===== config.mk =====
export PLATFORM = sky130hd
export DESIGN_NAME = cdc_handshake_tx
export DESIGN_NICKNAME = d
export VERILOG_FILES = /design/src/rtl/cdc_pkg.sv /design/src/rtl/bit_sync.sv /design/src/rtl/cdc_handshake_tx.sv
export SDC_FILE = /design/constraint.sdc
export NUM_CORES = 1
export LEC_CHECK = 0
export BUFFER_PORTS_ARGS = -buffer_cell sky130_fd_sc_hd__buf_2
export CAP_MARGIN = 5
export CORE_MARGIN = 2
export CORE_UTILIZATION = 40
export DETAILED_ROUTE_END_ITERATION = 6
export GPL_TIMING_DRIVEN = 0
export SLEW_MARGIN = 20
export SYNTH_ARGS = -nofsm -noshare
export SYNTH_HDL_FRONTEND = slang
export SYNTH_SLANG_ARGS = --single-unit

===== constraint.sdc =====
create_clock -name clk_a -period 4.82 [get_ports clk_a]
set_input_delay 0.241 -clock clk_a [delete_from_list [all_inputs] [get_ports clk_a]]
set_output_delay 0.241 -clock clk_a [all_outputs]
set_load 0.02 [all_outputs]

===== src/rtl/cdc_pkg.sv =====
// ============================================================================
// Module      : cdc_pkg
// Description : Shared types and constants for the req/ack CDC handshake link.
// Revision    : 1.0 - initial release
// ============================================================================
`default_nettype none

package cdc_pkg;

    // Source-side handshake states
    typedef enum logic [1:0] {
        IDLE        = 2'd0,
        WAIT_ACK_HI = 2'd1,
        WAIT_ACK_LO = 2'd2
    } hs_tx_state_e;

    // Fewest flops a level synchroniser may use and still resolve metastability
    localparam int CDC_MIN_SYNC_STAGES = 2;

    // Wait counter is one bit wider than needed so it can saturate past the
    // timeout threshold without wrapping
    function automatic int cdc_cnt_width(input int timeout_cyc);
        return $clog2(timeout_cyc) + 1;
    endfunction

endpackage

`default_nettype wire


===== src/rtl/bit_sync.sv =====
// ============================================================================
// Module      : bit_sync
// Description : Multi-flop level synchroniser for a single asynchronous bit.
//               Used for ack on the source side; reusable for req on the
//               destination side.
// Revision    : 1.0 - initial release
// ============================================================================
`default_nettype none

module bit_sync
    import cdc_pkg::*;
#(
    parameter int SYNC_STAGES = 2
) (
    input  logic clk,
    input  logic rst_n,
    input  logic i_async,
    output logic o_sync
);

    // Never build a chain shorter than the safe minimum
    localparam int c_STAGES = (SYNC_STAGES < CDC_MIN_SYNC_STAGES) ?
                              CDC_MIN_SYNC_STAGES : SYNC_STAGES;

    logic [c_STAGES-1:0] r_chain;

    // Shift the asynchronous level through the flop chain
    always_ff @(posedge clk or negedge rst_n) begin
        if (!rst_n) begin
            r_chain <= '0;
        end else begin
            r_chain <= {r_chain[c_STAGES-2:0], i_async};
        end
    end

    assign o_sync = r_chain[c_STAGES-1];

endmodule

`default_nettype wire


===== src/rtl/cdc_handshake_tx.sv =====
// ============================================================================
// Module      : cdc_handshake_tx
// Description : Source end of a 4-phase req/ack clock-domain-crossing link.
//               Accepts a word on valid/ready, holds it on data_out while
//               req_out is raised, and completes the full req/ack return-to-
//               zero sequence before accepting the next word. Flags (but never
//               aborts on) an ack phase that stalls too long.
// Revision    : 1.0 - initial release
// ============================================================================
`default_nettype none

module cdc_handshake_tx
    import cdc_pkg::*;
#(
    parameter int DATA_W      = 8,
    parameter int SYNC_STAGES = 2,
    parameter int TIMEOUT_CYC = 1024
) (
    input  logic              clk_a,
    input  logic              rst_n,
    input  logic              in_valid,
    output logic              in_ready,
    input  logic [DATA_W-1:0] in_data,
    output logic [DATA_W-1:0] data_out,
    output logic              req_out,
    input  logic              ack_in,
    output logic              tx_done,
    output logic              err_timeout,
    input  logic              err_clr
);

    localparam int               c_CNT_W    = cdc_cnt_width(TIMEOUT_CYC);
    // Count value on the last permitted wait cycle of a phase
    localparam logic [c_CNT_W-1:0] c_CNT_LAST = c_CNT_W'(TIMEOUT_CYC - 1);
    // Saturation value: one past the threshold so the error fires only once
    localparam logic [c_CNT_W-1:0] c_CNT_SAT  = c_CNT_W'(TIMEOUT_CYC);

    hs_tx_state_e        r_state;
    hs_tx_state_e        w_state_nxt;
    logic                r_req;
    logic                w_req_nxt;
    logic [DATA_W-1:0]   r_data;
    logic [DATA_W-1:0]   w_data_nxt;
    logic                r_done;
    logic                w_done_nxt;
    logic                r_err;
    logic                w_err_nxt;
    logic [c_CNT_W-1:0]  r_cnt;
    logic [c_CNT_W-1:0]  w_cnt_nxt;
    logic                w_tmo;
    logic                w_ack_s;
    logic                w_accept;

    bit_sync #(
        .SYNC_STAGES (SYNC_STAGES)
    ) u_ack_sync (
        .clk     (clk_a),
        .rst_n   (rst_n),
        .i_async (ack_in),
        .o_sync  (w_ack_s)
    );

    // A lingering ack from the previous transfer (or after reset) must fall
    // before a new word may be taken
    assign in_ready = (r_state == IDLE) && !w_ack_s;
    assign w_accept = in_valid && in_ready;

    // Next-state, datapath and timeout decisions
    always_comb begin
        w_state_nxt = r_state;
        w_req_nxt   = r_req;
        w_data_nxt  = r_data;
        w_done_nxt  = 1'b0;
        w_cnt_nxt   = r_cnt;
        w_tmo       = 1'b0;

        case (r_state)
            IDLE: begin
                if (w_accept) begin
                    w_data_nxt  = in_data;
                    w_req_nxt   = 1'b1;
                    w_cnt_nxt   = '0;
                    w_state_nxt = WAIT_ACK_HI;
                end
            end
            WAIT_ACK_HI: begin
                if (w_ack_s) begin
                    w_req_nxt   = 1'b0;
                    w_cnt_nxt   = '0;
                    w_state_nxt = WAIT_ACK_LO;
                end else begin
                    w_tmo = (r_cnt == c_CNT_LAST);
                    if (r_cnt != c_CNT_SAT) begin
                        w_cnt_nxt = r_cnt + 1'b1;
                    end
                end
            end
            WAIT_ACK_LO: begin
                if (!w_ack_s) begin
                    w_done_nxt  = 1'b1;
                    w_state_nxt = IDLE;
                end else begin
                    w_tmo = (r_cnt == c_CNT_LAST);
                    if (r_cnt != c_CNT_SAT) begin
                        w_cnt_nxt = r_cnt + 1'b1;
                    end
                end
            end
            default: begin
                w_req_nxt   = 1'b0;
                w_state_nxt = IDLE;
            end
        endcase

        // A new timeout outranks a simultaneous clear
        if (w_tmo) begin
            w_err_nxt = 1'b1;
        end else if (err_clr) begin
            w_err_nxt = 1'b0;
        end else begin
            w_err_nxt = r_err;
        end
    end

    // State, request, data, pulse, error and counter registers
    always_ff @(posedge clk_a or negedge rst_n) begin
        if (!rst_n) begin
            r_state <= IDLE;
            r_req   <= 1'b0;
            r_data  <= '0;
            r_done  <= 1'b0;
            r_err   <= 1'b0;
            r_cnt   <= '0;
        end else begin
            r_state <= w_state_nxt;
            r_req   <= w_req_nxt;
            r_data  <= w_data_nxt;
            r_done  <= w_done_nxt;
            r_err   <= w_err_nxt;
            r_cnt   <= w_cnt_nxt;
        end
    end

    assign req_out     = r_req;
    assign data_out    = r_data;
    assign tx_done     = r_done;
    assign err_timeout = r_err;

endmodule

`default_nettype wire


==> impl_metrics.csv <==
group,metric,value,unit
run_status,outcome,"finished clean",
finish,final_area,1610,um^2
placement,place_hpwl,2.00,mm
floorplanning,start_util,0.411,
critical_path,ff2ff_setup_slack,2.58,ns
placement,dpl_cell_area,1540,um^2
routing,routed_wl,2.82,mm
synthesis,ys_warn_count,0,
routing,drt-initial-drc-count,61,
worst_hold_path,whs_path_depth,2,
clock_network,cts-root-buf,"clkbuf_4",
critical_path,crit_type,"register to register",
floorplanning,fp-row-count,21,
grt,grt_pass1_wl,5.03,mm
floorplanning,dieWidth,62.3,um
routing,wl_per_cell,13.3,um
finish,drive_gt1_frac,0.242,
synthesis,synth.cell_area,1360,um^2
worst_hold_path,worstHoldPathType,"primary input to register",
finish,antenna_cells,0,
grt,grt_max_degree,27,
synthesis,synth_cells,135,
pwr,leakagePower,0.710,nW
sta,max_slew.worst_pin.slew,0.734,ns
synthesis,synthDominantCellAreaShare,0.478,
finish,syn_to_final_growth,18.4,%
sta,fin_crit_sh,0.464,
floorplanning,coreArea,3310,um^2
clock_network,htreeDepth,1,
routing,vias,1138,
routing,first_pass_iters,4,
critical_path,worstSetupEndpointType,"register",
grt,grt_antenna_before_repair,0,
synthesis,synthTopCellsByArea,"dfrtp_1 48%, mux2_2 6.6%, ha_1 5.5%, o21ai_0 4.4%, a21oi_1 3.7%",
finish,mostFrequentLayoutCells,"26 x dfrtp_1, 24 x buf_2, 12 x inv_1, 12 x o21ai_0, 10 x a21oi_1",
clock_network,cts_buffers,3,
sta,hold_viol_final,0,
sta,slew_viol_final,0,
synthesis,synth-edff-count,0,
synthesis,postSynth.asyncResetShare,1.00,
worst_hold_path,min-delay-start,"err_clr",
sta,period_needed,2.24,ns
grt,grt_usage,0.159,
critical_path,r2r-start,"r_state[0]",
critical_path,worstReg2RegEnd,"r_cnt[10]",
grt,grt_pass1_vias,1138,
pwr,power_per_cell_area,502,nW/um^2
synthesis,ys.flop_type,"dfrtp_1",
routing,viasPerCell,5.39,
synthesis,yosysTopAreaCell,"dfrtp_1",
grt,grt-ovfl-total,0,
critical_path,start_kind,"register",
finish,fin_nets,185,
worst_hold_path,hold-path-endpoint,"err_timeout",
critical_path,reg2reg_depth,6,
flow_run,drv_cap,0,
critical_path,cp_data_arrival_time,2.49,ns
placement,portBuffers,24,
sta,setup_viol,0,
clock_network,path_clk_slew,0.14,ns
synthesis,ys_ff_latch,26,
critical_path,worstPathMaxFanout,8,
sta,rsz0062_at_grt,"false",
finish,nFillCells,335,
placement,gp_congestion,0.838,
synthesis,synthesis.nets,154,
sta,relSlewSlack,0.508,
floorplanning,die_area,3890,um^2
clock_network,clock_sinks,26,
floorplanning,ios,25,
pwr,power,0.809,mW
synthesis,yosysUniqueCellTypes,34,
critical_path,crit_required,5.07,ns
clock_network,clock_path_buffers,2,
routing,detail-route-antenna-nets,0,
sta,fin_setup_tns,0,ns
sta,clock.fmax,447,MHz
routing,drc_errors,0,
synthesis,ys_seq_area_frac,0.478,
sta,finClkSkew,0.00273,ns
floorplanning,die_y,62.3,um
synthesis,syn_area_per_cell,10.1,um^2
clock_network,clk_latency,0.33,ns
finish,final_common_cell,"dfrtp_1",
clock_network,cts_tree,"done",
pwr,irDropWorstVdd,0.000222,V
==> registers in the layout, indices dropped and copies added (netlist names) <==
register,cells
r_cnt,11
tx_done,1
err_timeout,1
req_out,1
data_out,8
u_ack_sync.r_chain,2
r_state,2
==> critical path: stages (launching register included) <==
cell	delay, ns
dfrtp_1	0.43
inv_1	0.10
ha_1	0.30
and2b_1	0.23
a211oi_1	0.64
o21ai_0	0.19
a221oi_1	0.27
==> synth_stat cells (all sizes together) (2+ instances only) <==
master / count
clkbuf: 4
nand2: 6
nand3: 5
nor2b: 3
a31oi: 2
and4: 3
or4: 4
o21ai: 13
or3: 2
nand4: 5
mux2: 8
ha: 6
nor2: 4
a21oi: 10
dfrtp: 26
inv: 12
o31ai: 3
and2: 2
o22ai: 3
==> where the power goes <==
group | switching (mW) | leakage, nW | internal [mW] | total [mW]
Sequential | 0.0328 | 0.336 | 0.272 | 0.305
Combinational | 0.217 | 0.346 | 0.133 | 0.349
Clock | 0.0696 | 0.0279 | 0.0842 | 0.154
Total | 0.319 | 0.710 | 0.490 | 0.809
==> routing by layer <==
layer  vias up  share of wire  GRT usage
met5         -              0          0
met4         0          0.015     0.0611
met3         5          0.037     0.0217
met2        23           0.47      0.262
met1       558           0.48      0.213
li1        552              -          -
==> what timing repair did <==
action	in CTS	in global routing
gates resized for setup	0	0
hold buffers	2	0
setup buffers	0	0
endpoints found under the hold margin	27	0
==> through the flow <==
step	instances	hold slack, ns	utilization	worst slack [ns]
3_5_place_dp	205	0.284	0.465	2.67
5_1_grt	211	0.0959	0.487	2.42
2_1_floorplan	135	-0.0546	-	2.89
4_1_cts	211	0.0942	0.487	2.63
6_report	211	0.0856	0.487	2.58
3_3_place_gp	205	0.277	0.465	2.70
==> kinds of logic (layout without fill, tap and decap cells) <==
group | Yosys count | after routing | synth area share
DFF | 26 | 26 | 0.478
muxes | 8 | 8 | 0.0662
AOI/OAI and AO/OA | 37 | 37 | 0.167
and+or+nand+nor | 41 | 41 | 0.181
adders and majority gates | 6 | 6 | 0.0551
buffers and inverters | 17 | 47 | 0.0524
==> how the worst max path moves through the flow <==
| stage | startpoint | to | cells past startpoint |
|---|---|---|---|
| 2_1_floorplan | r_state[0] | r_cnt[3] | 6 |
| 3_3_place_gp | r_state[0] | r_cnt[10] | 6 |
| 3_5_place_dp | r_state[0] | r_cnt[2] | 7 |
| 4_1_cts | r_state[0] | r_cnt[10] | 6 |
| 5_1_grt | r_state[0] | r_cnt[10] | 6 |
| 6_report | r_state[0] | r_cnt[10] | 6 |
==> final cells by class <==
cell class | count | area [um^2] | area share
Buffer | 5 | 26.3 | 0.0163
Clock buffer | 3 | 22.5 | 0.0140
Clock inverter | 1 | 30.0 | 0.0186
Inverter | 12 | 45.0 | 0.0280
Multi-Input combinational cell | 92 | 639 | 0.397
Sequential cell | 26 | 651 | 0.404
Tap cell | 46 | 57.6 | 0.0357
Timing Repair Buffer | 26 | 140 | 0.0870
(Power assumes the default switching activity.)
